## config.mk

```make
export PLATFORM = sky130hd
export DESIGN_NAME = exp_vector_sequencer_flat
export DESIGN_NICKNAME = d
export VERILOG_FILES = /design/src/rtl/exp_vector_sequencer_if.sv /design/src/rtl/exp_vector_sequencer.sv /design/src/flat_wrapper.sv
export SDC_FILE = /design/constraint.sdc
export NUM_CORES = 1
export LEC_CHECK = 0
export CAP_MARGIN = 40
export CELL_PAD_IN_SITES_DETAIL_PLACEMENT = 0
export CELL_PAD_IN_SITES_GLOBAL_PLACEMENT = 1
export CORE_MARGIN = 4
export CORE_UTILIZATION = 52
export CTS_BUF_LIST = sky130_fd_sc_hd__clkbuf_8
export DETAILED_ROUTE_END_ITERATION = 8
export PLACE_DENSITY_LB_ADDON = 0.1
export SLEW_MARGIN = 20
export SYNTH_ARGS = -nofsm -noshare
export SYNTH_HDL_FRONTEND = slang
export SYNTH_SLANG_ARGS = --single-unit
```

## constraint.sdc

```tcl
create_clock -name clock_i -period 5.6 [get_ports clock_i]
set_input_delay 1.12 -clock clock_i [delete_from_list [all_inputs] [get_ports clock_i]]
set_output_delay 1.12 -clock clock_i [all_outputs]
set_load 0.02 [all_outputs]
```

## src/rtl/exp_vector_sequencer_if.sv

```systemverilog
// ---------------------------------------------------------------------------
// exp_vector_sequencer_if
// Bundles every non-clock signal of the exponent-LUT sequencer.
//   slave  : seen by the sequencer (control/element inputs, exp-unit result,
//            drain ready in; exp operand, sum, drain data, status out).
//   master : the opposite direction, for whatever drives the sequencer.
// Parameters:
//   DATA_W     element and exp-result width (exp results are 0.DATA_W fraction)
//   VECTOR_LEN maximum elements per vector / buffer depth
//   SUM_W      accumulator width (DATA_W <= SUM_W)
// ---------------------------------------------------------------------------
interface exp_vector_sequencer_if #(
  parameter int DATA_W     = 32,
  parameter int VECTOR_LEN = 16,
  parameter int SUM_W      = 36
);
  localparam int LEN_W = $clog2(VECTOR_LEN) + 1;

  logic              start_i;
  logic [LEN_W-1:0]  length_i;
  logic [DATA_W-1:0] in_data_i;
  logic              in_valid_i;
  logic              in_ready_o;
  logic [DATA_W-1:0] exp_data_o;
  logic              exp_valid_o;
  logic [DATA_W-1:0] exp_result_i;
  logic              exp_result_valid_i;
  logic [SUM_W-1:0]  sum_o;
  logic              sum_valid_o;
  logic              sum_ovf_o;
  logic [DATA_W-1:0] out_data_o;
  logic              out_valid_o;
  logic              out_ready_i;
  logic              out_last_o;
  logic              busy_o;
  logic              error_o;

  modport slave (
    input  start_i, length_i, in_data_i, in_valid_i,
           exp_result_i, exp_result_valid_i, out_ready_i,
    output in_ready_o, exp_data_o, exp_valid_o, sum_o, sum_valid_o,
           sum_ovf_o, out_data_o, out_valid_o, out_last_o, busy_o, error_o
  );

  modport master (
    output start_i, length_i, in_data_i, in_valid_i,
           exp_result_i, exp_result_valid_i, out_ready_i,
    input  in_ready_o, exp_data_o, exp_valid_o, sum_o, sum_valid_o,
           sum_ovf_o, out_data_o, out_valid_o, out_last_o, busy_o, error_o
  );
endinterface

```

## src/rtl/exp_vector_sequencer.sv

```systemverilog
// ---------------------------------------------------------------------------
// exp_vector_sequencer
// Streams one vector of (x_max - x_i) differences through the shared exp LUT
// unit, one element per cycle, buffers each exp result and accumulates their
// sum. After the last element the sum is published for one cycle (SUM), then
// the buffered exp values are drained in input order.
// Ports:
//   clock_i    sole clock, rising edge
//   reset_n_i  synchronous, active-low reset
//   bus        exp_vector_sequencer_if.slave (start/length, element stream,
//              exp unit operand/result, sum/overflow, drain stream, status)
// Build option:
//   EXP_SEQ_SUM_SAT_EN  defined   -> sum saturates to all-ones, sum_ovf_o sticky
//                       undefined -> sum wraps modulo 2^SUM_W, sum_ovf_o is 0
// ---------------------------------------------------------------------------
module exp_vector_sequencer #(
  parameter int DATA_W     = 32,
  parameter int VECTOR_LEN = 16,
  parameter int SUM_W      = 36
) (
  input logic                    clock_i,
  input logic                    reset_n_i,
  exp_vector_sequencer_if.slave  bus
);
  localparam int LEN_W = $clog2(VECTOR_LEN) + 1;
  localparam int IDX_W = (VECTOR_LEN > 1) ? $clog2(VECTOR_LEN) : 1;
  localparam logic [LEN_W-1:0] MAX_LEN = LEN_W'(VECTOR_LEN);

  typedef enum logic [1:0] {IDLE, COMPUTE, SUM, DRAIN} state_e;

  state_e            state_q;
  logic [IDX_W-1:0]  wr_ptr_q, rd_ptr_q, last_q;
  logic [SUM_W-1:0]  sum_q;
  logic              ovf_q;
  logic              err_q;
  logic [DATA_W-1:0] buf_q [VECTOR_LEN];

  logic              xfer;
  logic              len_ok;
  logic [SUM_W:0]    acc_d;

  // Returns {overflow, new_sum}. The overflow bit is only ever set when
  // saturation is built in, so the flag register folds to 0 otherwise.
  function automatic logic [SUM_W:0] acc_add(input logic [SUM_W-1:0] sum,
                                             input logic [DATA_W-1:0] res);
    logic [SUM_W:0] wide;
    wide = {1'b0, sum} + {1'b0, SUM_W'(res)};
`ifdef EXP_SEQ_SUM_SAT_EN
    if (wide[SUM_W]) return {1'b1, {SUM_W{1'b1}}};
    return wide;
`else
    return {1'b0, wide[SUM_W-1:0]};
`endif
  endfunction

  // A transfer needs the exp result in the same cycle; in_ready_o already
  // carries exp_result_valid_i so an element without a result is retried.
  assign xfer   = bus.in_valid_i & bus.in_ready_o;
  assign len_ok = (bus.length_i != '0) && (bus.length_i <= MAX_LEN);
  assign acc_d  = acc_add(sum_q, bus.exp_result_i);

  always_ff @(posedge clock_i) begin
    if (!reset_n_i) begin
      state_q  <= IDLE;
      wr_ptr_q <= '0;
      rd_ptr_q <= '0;
      last_q   <= '0;
      sum_q    <= '0;
      ovf_q    <= 1'b0;
      err_q    <= 1'b0;
    end else begin
      err_q <= 1'b0;
      case (state_q)
        IDLE: begin
          if (bus.start_i) begin
            if (len_ok) begin
              // Latch the index of the final element rather than the count.
              last_q   <= IDX_W'(bus.length_i - LEN_W'(1));
              wr_ptr_q <= '0;
              rd_ptr_q <= '0;
              sum_q    <= '0;
              ovf_q    <= 1'b0;
              state_q  <= COMPUTE;
            end else begin
              err_q <= 1'b1;
            end
          end
        end
        COMPUTE: begin
          if (xfer) begin
            sum_q <= acc_d[SUM_W-1:0];
            ovf_q <= ovf_q | acc_d[SUM_W];
            if (wr_ptr_q == last_q) state_q <= SUM;
            else                    wr_ptr_q <= wr_ptr_q + 1'b1;
          end
        end
        SUM: state_q <= DRAIN;
        DRAIN: begin
          if (bus.out_ready_i) begin
            if (rd_ptr_q == last_q) state_q <= IDLE;
            else                    rd_ptr_q <= rd_ptr_q + 1'b1;
          end
        end
        default: state_q <= IDLE;
      endcase
    end
  end

  // Result buffer: data only, never reset.
  always_ff @(posedge clock_i) begin
    if (reset_n_i && xfer) buf_q[wr_ptr_q] <= bus.exp_result_i;
  end

  assign bus.in_ready_o  = (state_q == COMPUTE) & bus.exp_result_valid_i;
  assign bus.exp_data_o  = (state_q == COMPUTE) ? bus.in_data_i : '0;
  assign bus.exp_valid_o = bus.in_valid_i & bus.in_ready_o;
  assign bus.sum_o       = sum_q;
  assign bus.sum_valid_o = (state_q == SUM);
  assign bus.sum_ovf_o   = ovf_q;
  assign bus.out_valid_o = (state_q == DRAIN);
  assign bus.out_data_o  = (state_q == DRAIN) ? buf_q[rd_ptr_q] : '0;
  assign bus.out_last_o  = (state_q == DRAIN) && (rd_ptr_q == last_q);
  assign bus.busy_o      = (state_q != IDLE);
  assign bus.error_o     = err_q;

endmodule

```

## src/flat_wrapper.sv

```systemverilog
// flat-port wrapper written by rule: the top's interface ports become plain ports
module exp_vector_sequencer_flat 
#(
  parameter int DATA_W     = 32,
  parameter int VECTOR_LEN = 16,
  parameter int SUM_W      = 36
)
  (clock_i, reset_n_i, bus_start_i, bus_length_i, bus_in_data_i, bus_in_valid_i, bus_exp_result_i, bus_exp_result_valid_i, bus_out_ready_i, bus_in_ready_o, bus_exp_data_o, bus_exp_valid_o, bus_sum_o, bus_sum_valid_o, bus_sum_ovf_o, bus_out_data_o, bus_out_valid_o, bus_out_last_o, bus_busy_o, bus_error_o);
  exp_vector_sequencer_if #(.DATA_W(DATA_W), .VECTOR_LEN(VECTOR_LEN), .SUM_W(SUM_W)) bus_i ();
  input logic clock_i;
  input logic reset_n_i;
  input wire logic [$bits(bus_i.start_i)-1:0] bus_start_i;
  input wire logic [$bits(bus_i.length_i)-1:0] bus_length_i;
  input wire logic [$bits(bus_i.in_data_i)-1:0] bus_in_data_i;
  input wire logic [$bits(bus_i.in_valid_i)-1:0] bus_in_valid_i;
  input wire logic [$bits(bus_i.exp_result_i)-1:0] bus_exp_result_i;
  input wire logic [$bits(bus_i.exp_result_valid_i)-1:0] bus_exp_result_valid_i;
  input wire logic [$bits(bus_i.out_ready_i)-1:0] bus_out_ready_i;
  output wire logic [$bits(bus_i.in_ready_o)-1:0] bus_in_ready_o;
  output wire logic [$bits(bus_i.exp_data_o)-1:0] bus_exp_data_o;
  output wire logic [$bits(bus_i.exp_valid_o)-1:0] bus_exp_valid_o;
  output wire logic [$bits(bus_i.sum_o)-1:0] bus_sum_o;
  output wire logic [$bits(bus_i.sum_valid_o)-1:0] bus_sum_valid_o;
  output wire logic [$bits(bus_i.sum_ovf_o)-1:0] bus_sum_ovf_o;
  output wire logic [$bits(bus_i.out_data_o)-1:0] bus_out_data_o;
  output wire logic [$bits(bus_i.out_valid_o)-1:0] bus_out_valid_o;
  output wire logic [$bits(bus_i.out_last_o)-1:0] bus_out_last_o;
  output wire logic [$bits(bus_i.busy_o)-1:0] bus_busy_o;
  output wire logic [$bits(bus_i.error_o)-1:0] bus_error_o;
  assign bus_i.start_i = bus_start_i;
  assign bus_i.length_i = bus_length_i;
  assign bus_i.in_data_i = bus_in_data_i;
  assign bus_i.in_valid_i = bus_in_valid_i;
  assign bus_i.exp_result_i = bus_exp_result_i;
  assign bus_i.exp_result_valid_i = bus_exp_result_valid_i;
  assign bus_i.out_ready_i = bus_out_ready_i;
  assign bus_in_ready_o = bus_i.in_ready_o;
  assign bus_exp_data_o = bus_i.exp_data_o;
  assign bus_exp_valid_o = bus_i.exp_valid_o;
  assign bus_sum_o = bus_i.sum_o;
  assign bus_sum_valid_o = bus_i.sum_valid_o;
  assign bus_sum_ovf_o = bus_i.sum_ovf_o;
  assign bus_out_data_o = bus_i.out_data_o;
  assign bus_out_valid_o = bus_i.out_valid_o;
  assign bus_out_last_o = bus_i.out_last_o;
  assign bus_busy_o = bus_i.busy_o;
  assign bus_error_o = bus_i.error_o;
  exp_vector_sequencer #(.DATA_W(DATA_W), .VECTOR_LEN(VECTOR_LEN), .SUM_W(SUM_W)) u_core (.clock_i(clock_i), .reset_n_i(reset_n_i), .bus(bus_i));
endmodule
```

==> results of run 1 <==
==> synth_stat cells (4+ instances only) <==
library cell and count:
a211oi_1 6, a21o_1 24, a21oi_1 41, a22oi_1 8, and2_1 70, and3_1 5
buf_1 7, buf_2 9, clkbuf_1 43, dfxtp_1 55, edfxtp_1 512, ha_1 43
inv_1 11, mux4_2 160, nand2_1 59, nand2b_1 4, nand3_1 24, nand4_1 9
nor2_1 49, nor3_1 10, o211a_1 4, o21a_1 5, o21ai_0 35, xnor2_1 20
xor2_1 23
==> through the flow <==
| stage | power [mW] | utilization | instance area, sq um |
|---|---|---|---|
| 2_1_floorplan | 5.299 | - | 23550 |
| 3_3_place_gp | 5.757 | 0.5918 | 26340 |
| 3_5_place_dp | 5.774 | 0.5926 | 26380 |
| 4_1_cts | 9.055 | 0.6305 | 28060 |
| 5_1_grt | 9.360 | 0.6305 | 28060 |
| 6_report | 8.972 | 0.6305 | 28060 |
==> routing by layer <==
layer  GRT usage  share of wire  vias up
met3     0.05136          0.073       63
met5           0              0        -
met2      0.3632           0.48      494
met4     0.06543          0.018        0
li1            -              -     5665
met1      0.3413           0.43     6834
==> report_power, final <==
group	internal, mW	leakage [nW]	total, mW	switching, mW
registers	4.64	5.05	4.67	0.0305
clock network	1.73	1.02	3.29	1.56
logic	0.416	3.29	1.01	0.595
==> sequential cells by signal, summed over array words and instances (netlist names), named ones only <==
signal	count
u_core.bus.sum_o	36
u_core.state_q	2
u_core.rd_ptr_q	4
u_core.wr_ptr_q	4
u_core.last_q	4
u_core.buf_q	512
u_core.bus.error_o	1
==> critical path, stage by stage (launching register included) <==
cell	delay, ns
dfxtp_4	0.54
buf_12	0.41
mux4_2	0.59
mux4_2	0.49
and2_1	0.17
clkdlybuf4s50_1	0.54
==> final timing paths <==
path	start	end	slack, ns
max	register	bus_out_data_o[28]	0.96
min	u_core.bus.sum_o[2]	u_core.bus.sum_o[2]	0.50
max reg2reg	u_core.state_q[1]	u_core.buf_q[11][11]	2.15
min reg2reg	u_core.bus.sum_o[2]	u_core.bus.sum_o[2]	0.50
==> cell type report <==
| type | count | area, sq um | area share |
|---|---|---|---|
| multi-input combinational | 642 | 6902 | 0.2459 |
| timing repair buffer | 219 | 2205 | 0.07856 |
| sequential | 567 | 16490 | 0.5875 |
| inverter | 12 | 45.04 | 0.001605 |
| clock buffer | 97 | 1335 | 0.04757 |
| clock inverter | 66 | 349.1 | 0.01244 |
| tap | 592 | 740.7 | 0.02640 |
==> logic make-up (layout without fill, tap and decap cells) <==
logic type / after synthesis / count (layout) / synth area share
AOI/OAI and AO/OA: 145 / 145 / 0.04118
xor gates and xnor gates: 43 / 43 / 0.01599
adders and majority gates: 44 / 44 / 0.02370
buffers and inverters: 72 / 394 / 0.01211
DFF: 567 / 567 / 0.6997
muxes: 163 / 163 / 0.1543
other: 1 / 1 / 0.0001593
and+or+nand+nor: 246 / 246 / 0.05287
==> results_dict.tcl, run 1 <==
set metrics [dict create \
    yosysSeqAreaShare 0.6997 \
    slew_viol_final 0 \
    drc 0 \
    dpl_worst_slack_ns 0.9993 \
    fill_cells 3249 \
    cts_resized 0 \
    worstPathArrival_ns 3.52 \
    postRouteAntennaNets 0 \
    syn_to_final_growth_pct 19.17 \
    ys_async_sr_fraction 0 \
    rows 77 \
    yosys_warnings 0 \
    synth_top_area_cell "edfxtp_1" \
    postCtsSetupBuffers 0 \
    criticalPathCategory "register to primary output" \
    gp_congestion 0.8126 \
    reg2regPathDepth 9 \
    drv_cap 0 \
    track_usage 0.2339 \
    firstDrtPassIters 5 \
    hpwl_mm 32.45 \
    fmax_ghz 0.2157 \
    status "finished clean" \
    routed_via_density 5.948 \
    clk_latency_ns 0.66 \
    worstHoldPathCells 2 \
    grt_pass1_wl_mm 85.35 \
    cts-root-buf "clkbuf_8" \
    ys_top_cells_by_area "edfxtp_1 (65%), mux4_2 (15%), dfxtp_1 (4.7%)" \
    dpl.cell_count 2032 \
    final_cell_mix "edfxtp_1 (512), clkdlybuf4s50_1 (181), mux4_2 (160), clkbuf_8 (97), and2_1 (70)" \
    antenna_found_initial 0 \
    syn_area_per_cell_sq_um 18.38 \
    cts_num_sinks 567 \
    ys.flop_type "edfxtp_1" \
    grt_pass1_vias 13387 \
    cts_hold_buf 0 \
    syn-cell-area_sq_mm 0.02355 \
    finalSetupTns_ns 0 \
    grt_overflow 0 \
    hold_violations 0 \
    cp.required_ns 4.48 \
    nets 1651 \
    p_leak_nw 9.354 \
    syn_nets 1400 \
    worstSetupStartpointType "register" \
    drt_wl_total_mm 57.13 \
    vdd_drop_max_mv 0.1944 \
    io_pins 183 \
    worst_slew_pin_slew_ns 0.7772 \
    ys_types 56 \
    clkTransAtPathRegs_ns 0.06 \
    worst_slack_ns 0.9640 \
    numCtsBuffers 90 \
    die_x_microns 220.8 \
    drive_above_1_share 0.2146 \
    synth_top_area_frac 0.6529 \
    grt_max_degree 61 \
    dieArea_sq_mm 0.04875 \
    max_slew_margin 0.4819 \
    vias 13056 \
    synth_edf_count 512 \
    period_needed_ns 4.636 \
    die_h_microns 220.8 \
    cts_tree "built" \
    drtIter0Drc 1260 \
    portBuffers 181 \
    finalSetupViolCount 0 \
    syn_inst 1281 \
    end_kind "primary output" \
    initial_core_util 0.5290 \
    rsz0062_at_grt "false" \
    instances_no_fill 2195 \
    power_density_mw_per_mm2 319.7 \
    wl_per_cell_microns 26.03 \
    diodes 0 \
    htree_levels 3 \
    finalClockSkew_ns 0.02627 \
    ys_ff_latch 567 \
    fp.coreArea_sq_mm 0.04451 \
    mostFrequentLayoutCell "edfxtp_1" \
    fin_crit_sh 0.8279 \
    clockBufferDepth 3 \
    min_path_type "register to register" \
    path_max_fanout 60 \
    hold_ws_ns 0.5037 \
]
Note: power is estimated with default switching activity, not from simulation.
==> inputs of run 2 (changes only) <==
--- a/config.mk
+++ b/config.mk
@@ -9,7 +9,7 @@
 export CELL_PAD_IN_SITES_DETAIL_PLACEMENT = 0
 export CELL_PAD_IN_SITES_GLOBAL_PLACEMENT = 1
 export CORE_MARGIN = 4
-export CORE_UTILIZATION = 52
+export CORE_UTILIZATION = 47
 export CTS_BUF_LIST = sky130_fd_sc_hd__clkbuf_8
 export DETAILED_ROUTE_END_ITERATION = 8
 export PLACE_DENSITY_LB_ADDON = 0.1
==> constraint.sdc (replaced) <==
create_clock -name clock_i -period 3.8 [get_ports clock_i]
set_input_delay 0.76 -clock clock_i [delete_from_list [all_inputs] [get_ports clock_i]]
set_output_delay 0.76 -clock clock_i [all_outputs]
set_load 0.02 [all_outputs]
==> run 2 against run 1 <==
First-iteration DRC count fell by 23%. Worst setup slack got worse by 0.88 ns. Critical path type unchanged. Count of clock-buffer cells in the layout is 1 lower. Critical endpoint is now bus_out_data_o[26]. Non-clock buffer count rose by 80. Power is 48% higher.
==> results_dict.tcl, run 2 (synthesized netlist as in run 1, its figures left out) <==
set metrics [dict create \
    grt_pass1_vias 13637 \
    cp.depth 6 \
    top_register "u_core.buf_q" \
    gp_congestion 0.8177 \
    initial_core_util 0.4781 \
    hpwl_mm 35.37 \
    max_slew_margin 0.5718 \
    fin_crit_sh 0.9777 \
    cp.required_ns 3.04 \
    cts_hold_buf 0 \
    rrSetupSlack_ns 1.02 \
    largest_reg_flops 512 \
    finalClockSkew_ns 0.01866 \
    worst_slew_pin_slew_ns 0.6403 \
    worstSetupStartpointType "register" \
    firstDrtPassIters 7 \
    nets 1733 \
    cpMaxStageDelayCell "mux4_2" \
    wl_per_cell_microns 24.65 \
    track_usage 0.2174 \
    power_density_mw_per_mm2 456.1 \
    die_x_microns 231.8 \
    cp.buffers_inverters 3 \
    numCtsBuffers 92 \
    r2r-start "u_core.bus.sum_o[1]" \
    status "finished clean" \
    syn_to_final_growth_pct 23.30 \
    fin_total_pwr_mw 13.24 \
    portBuffers 181 \
    grt_max_degree 49 \
    finalSetupViolCount 0 \
    design_area_sq_mm 0.02904 \
    grt_pass1_wl_mm 85.92 \
    crit_chain "buf_12 -> clkbuf_16 -> mux4_2 -> mux4_2 -> and2_1 -> dlygate4sd2_1" \
    rows 81 \
    cts-root-buf "clkbuf_8" \
    clkTransAtPathRegs_ns 0.06 \
    hold_violations 0 \
    criticalPathCategory "register to primary output" \
    fill_cells 3792 \
    critPathTopFamily "multiplexers" \
    drtIter0Drc 975 \
    drt_wl_total_mm 57.75 \
    io_pins 183 \
    final_cell_mix "edfxtp_1 (512), mux4_2 (160), clkdlybuf4s50_1 (149), clkbuf_8 (96), buf_4 (86)" \
    crit_path_max_incr_delay_ns 0.52 \
    vdd_drop_max_mv 0.2933 \
    grt_overflow 0 \
    fp.coreArea_sq_mm 0.04925 \
    cts_num_sinks 567 \
    vias 13155 \
    p_leak_nw 9.888 \
    dpl.cell_count 2164 \
    end_kind "primary output" \
    postRouteAntennaNets 0 \
    die_h_microns 231.8 \
    crit_top_cell "mux4_2" \
    drive_above_1_share 0.2563 \
    worstPathArrival_ns 2.96 \
    drv_cap 0 \
    rsz0062_at_grt "true" \
    slew_viol_final 0 \
    timing.rr.end "u_core.bus.sum_o[29]" \
    fmax_ghz 0.2692 \
    endpoint "bus_out_data_o[26]" \
    clk_latency_ns 0.66 \
    dieArea_sq_mm 0.05375 \
    finalSetupTns_ns 0 \
    instances_no_fill 2343 \
    period_needed_ns 3.715 \
    path_max_fanout 16 \
    drc 0 \
    cts_tree "built" \
    htree_levels 3 \
    min_path_type "register to register" \
    reg2regPathDepth 11 \
    clockBufferDepth 3 \
    mostFrequentLayoutCell "edfxtp_1" \
    routed_via_density 5.615 \
    antenna_found_initial 1 \
    postPlaceCellArea_sq_mm 0.02716 \
]
run 2: cell types whose count changed in the layout (fill, tap and decap cells not counted), moves of 8 or more:
| cell | change |
|---|---|
| inv_1 | -8 |
| buf_4 | +57 |
| buf_12 | +15 |
| dlygate4sd2_1 | +18 |
| clkdlybuf4s50_1 | -32 |
run 2: metrics by stage:
stage                       util  setup WS [ns]  hold WS [ns]
final                     0.5895        0.08482        0.4821
after global routing      0.5895       -0.01513        0.5159
after global placement    0.5514         0.1033        0.4767
after CTS                 0.5868       -0.05893        0.4854
after detailed placement  0.5514        0.08793        0.4740
after floorplan                -         0.5078        0.5138
run 2: cell type report:
class | instances | area (sq um) | area share
diodes | 1 | 2.502 | 0.00008618
clock inverters | 62 | 344.1 | 0.01185
inverters | 12 | 45.04 | 0.001551
well taps | 664 | 830.8 | 0.02861
clock buffers | 96 | 1321 | 0.04551
repair buffers | 299 | 3082 | 0.1061
multi-input cells | 642 | 6924 | 0.2385
flip-flops and latches | 567 | 16490 | 0.5678
run 2: per-layer routing:
layer / share of wire / up-vias / global-route usage
met5: 0 / - / 0
met2: 0.48 / 464 / 0.3454
met4: 0.019 / 0 / 0.06557
met1: 0.43 / 6774 / 0.3054
li1: - / 5849 / -
met3: 0.070 / 68 / 0.04845
run 2: timing repair:
| action | CTS | global route |
|---|---|---|
| endpoints found under the hold margin | 0 | 0 |
| setup endpoints to repair | 32 | 24 |
| cloned | 2 | 2 |
| pin swaps | 0 | 0 |
| setup buffers | 3 | 13 |
| resized for setup | 48 | 19 |
run 2: worst reg2reg max path: cells and delay by family (launching register included):
family / cells / cell delay [ns]
AOI/OAI and AO/OA: 5 / 1.26
DFF: 1 / 0.41
and+or+nand+nor: 3 / 0.37
adders and majority gates: 1 / 0.27
buffers and inverters: 1 / 0.20
xor gates and xnor gates: 1 / 0.16
run 2: worst min path at each step:
stage	depth (start not counted)	start	endpoint	slack, ns
3_5_place_dp	2	u_core.bus.sum_o[0]	u_core.bus.sum_o[0]	0.47
2_1_floorplan	2	u_core.rd_ptr_q[1]	register	0.51
5_1_grt	2	u_core.bus.sum_o[2]	u_core.bus.sum_o[2]	0.52
3_3_place_gp	2	u_core.bus.sum_o[0]	u_core.bus.sum_o[0]	0.48
4_1_cts	2	u_core.bus.sum_o[0]	u_core.bus.sum_o[0]	0.49
6_report	2	u_core.bus.sum_o[0]	u_core.bus.sum_o[0]	0.48
run 2: where the power goes:
| group | internal [mW] | switching (mW) | total, mW | leakage, nW |
|---|---|---|---|---|
| Sequential | 6.84 | 0.0404 | 6.88 | 5.05 |
| Clock | 2.53 | 2.29 | 4.82 | 0.974 |
| Combinational | 0.641 | 0.903 | 1.54 | 3.87 |
==> inputs of run 3 (changes only) <==
--- a/config.mk
+++ b/config.mk
@@ -5,10 +5,10 @@
 export SDC_FILE = /design/constraint.sdc
 export NUM_CORES = 1
 export LEC_CHECK = 0
-export CAP_MARGIN = 40
+export CAP_MARGIN = 15
 export CELL_PAD_IN_SITES_DETAIL_PLACEMENT = 0
 export CELL_PAD_IN_SITES_GLOBAL_PLACEMENT = 1
-export CORE_MARGIN = 4
+export CORE_MARGIN = 2
 export CORE_UTILIZATION = 47
 export CTS_BUF_LIST = sky130_fd_sc_hd__clkbuf_8
 export DETAILED_ROUTE_END_ITERATION = 8
==> run 3 against run 2 <==
Combinational power about the same. Critical endpoint is now bus_out_data_o[2]. Sequential power about the same. Maximum frequency down 0.17%. Critical path type unchanged. Largest cell class unchanged.
==> results_dict.tcl, run 3 (synthesized netlist as in run 1, its figures left out) <==
set metrics [dict create \
    gp_congestion 0.8024 \
    p_leak_nw 9.996 \
    vdd_drop_max_mv 0.2832 \
    clkTransAtPathRegs_ns 0.06 \
    numCtsBuffers 93 \
    worstHoldStart "u_core.bus.sum_o[2]" \
    firstDrtPassIters 5 \
    status "finished clean" \
    fin_total_pwr_mw 13.26 \
    dieArea_sq_mm 0.05191 \
    dpl_worst_slack_ns 0.06700 \
    rows 82 \
    criticalPathCategory "register to primary output" \
    min_path_type "register to register" \
    hold_ws_ns 0.4888 \
    worstSetupStartpointType "register" \
    hpwl_mm 34.52 \
    cts-root-buf "clkbuf_8" \
    drive_above_1_share 0.2735 \
    drt_wl_total_mm 59.19 \
    worst_slew_pin_slew_ns 0.6021 \
    power_density_mw_per_mm2 451.0 \
    end_kind "primary output" \
    final_cell_mix "edfxtp_1 (512), mux4_2 (160), clkdlybuf4s50_1 (149), clkbuf_8 (94), buf_4 (80)" \
    largest_reg_flops 512 \
    worst_slack_ns 0.07861 \
    drv_cap 0 \
    clockBufferDepth 3 \
    period_needed_ns 3.721 \
    initial_core_util 0.4732 \
    htree_levels 3 \
    cts_num_sinks 567 \
    portBuffers 181 \
    antenna_found_initial 1 \
    drtIter0Drc 1183 \
    cp.required_ns 3.04 \
    fp.coreArea_sq_mm 0.04976 \
    finalClockSkew_ns 0.02220 \
    postRouteAntennaNets 0 \
    vias 13330 \
    top_register "u_core.buf_q" \
    r2r-start "u_core.bus.sum_o[0]" \
    cts_tree "built" \
    holdPathEnd "u_core.bus.sum_o[2]" \
    grt_pass1_vias 13823 \
    track_usage 0.2296 \
    slew_viol_final 0 \
    fmax_ghz 0.2687 \
    die_x_microns 227.8 \
    drc 0 \
    grt_pass1_wl_mm 87.13 \
    grt_overflow 0 \
    nets 1745 \
    syn_to_final_growth_pct 24.83 \
    io_pins 183 \
    reg2regPathDepth 11 \
    clk_latency_ns 0.67 \
    wl_per_cell_microns 24.90 \
    grt_max_degree 46 \
    worstHoldPathCells 2 \
    routed_via_density 5.608 \
    max_slew_margin 0.5980 \
    die_h_microns 227.8 \
    instances_no_fill 2377 \
    finalSetupViolCount 0 \
    dpl.cell_count 2159 \
    worstPathArrival_ns 2.96 \
    mostFrequentLayoutCell "edfxtp_1" \
    hold_violations 0 \
    timing.rr.end "u_core.bus.sum_o[24]" \
    cts_hold_buf 0 \
    path_max_fanout 8 \
    fin_crit_sh 0.9793 \
    post-route-util 0.5907 \
    rrSetupSlack_ns 1.09 \
]
==> run 3: cell count changes in the layout (fill, tap and decap cells not counted), sizes merged, moves of 2 or more <==
cell / previous run / this run
dlygate4sd2: 18 / 6
buf: 122 / 141
clkdlybuf4s15: 6 / 8
clkbuf: 100 / 98
bufbuf: 0 / 2
clkinv: 22 / 38
==> run 3: layout make-up <==
| class | instances | area, sq um |
|---|---|---|
| diodes | 1 | 2.502 |
| clock buffers | 94 | 1294 |
| clock inverters | 79 | 392.9 |
| fillers | 3800 | 20370 |
| inverters | 12 | 45.04 |
| multi-input cells | 642 | 6932 |
| flip-flops and latches | 567 | 16490 |
| well taps | 672 | 840.8 |
| repair buffers | 310 | 3402 |
==> run 3: worst max-delay path, stage by stage, from the launching register on <==
cell	delay [ns]
dfxtp_4	0.40
buf_12	0.15
buf_12	0.12
buf_16	0.14
mux4_2	0.50
mux4_2	0.55
and2_1	0.19
clkdlybuf4s15_2	0.24
==> run 3: stage by stage <==
| step | TNS, ns | cell area, sq um |
|---|---|---|
| after floorplan | 0 | 23570 |
| after global placement | 0 | 27130 |
| after detailed placement | 0 | 27130 |
| after CTS | -0.03264 | 29180 |
| after global routing | -0.001682 | 29390 |
| final | 0 | 29390 |
==> run 3: worst max-delay path by stage <==
| stage | depth (start not counted) | to | slack [ns] |
|---|---|---|---|
| after floorplan | 5 | u_core.buf_q[12][0] | 0.51 |
| after global placement | 12 | u_core.bus.sum_o[24] | 0.09 |
| after detailed placement | 12 | u_core.bus.sum_o[24] | 0.07 |
| after CTS | 7 | bus_out_data_o[30] | -0.02 |
| after global routing | 7 | bus_out_data_o[22] | -0.002 |
| final | 7 | bus_out_data_o[2] | 0.08 |
==> run 3: repair_timing <==
item	4_1_cts	5_1_grt
setup buffers	18	17
hold endpoints to repair	0	0
setup endpoints to repair	32	15
resized for setup	107	13
gates cloned	7	2
pin swaps	0	0
==> run 3: where the power goes <==
| group | total (mW) | internal [mW] | switching [mW] |
|---|---|---|---|
| sequential | 6.88 | 6.84 | 0.0426 |
| combinational | 1.54 | 0.640 | 0.899 |
| clock | 4.84 | 2.45 | 2.38 |
| total | 13.3 | 9.93 | 3.33 |
==> run 3: layer usage <==
metal,GRT usage,up-vias,routed length (microns)
met1,0.3204,6853,25250
met3,0.04975,78,4283
met5,0,-,0
met4,0.07134,0,1257
li1,-,5898,-
met2,0.3649,501,28400
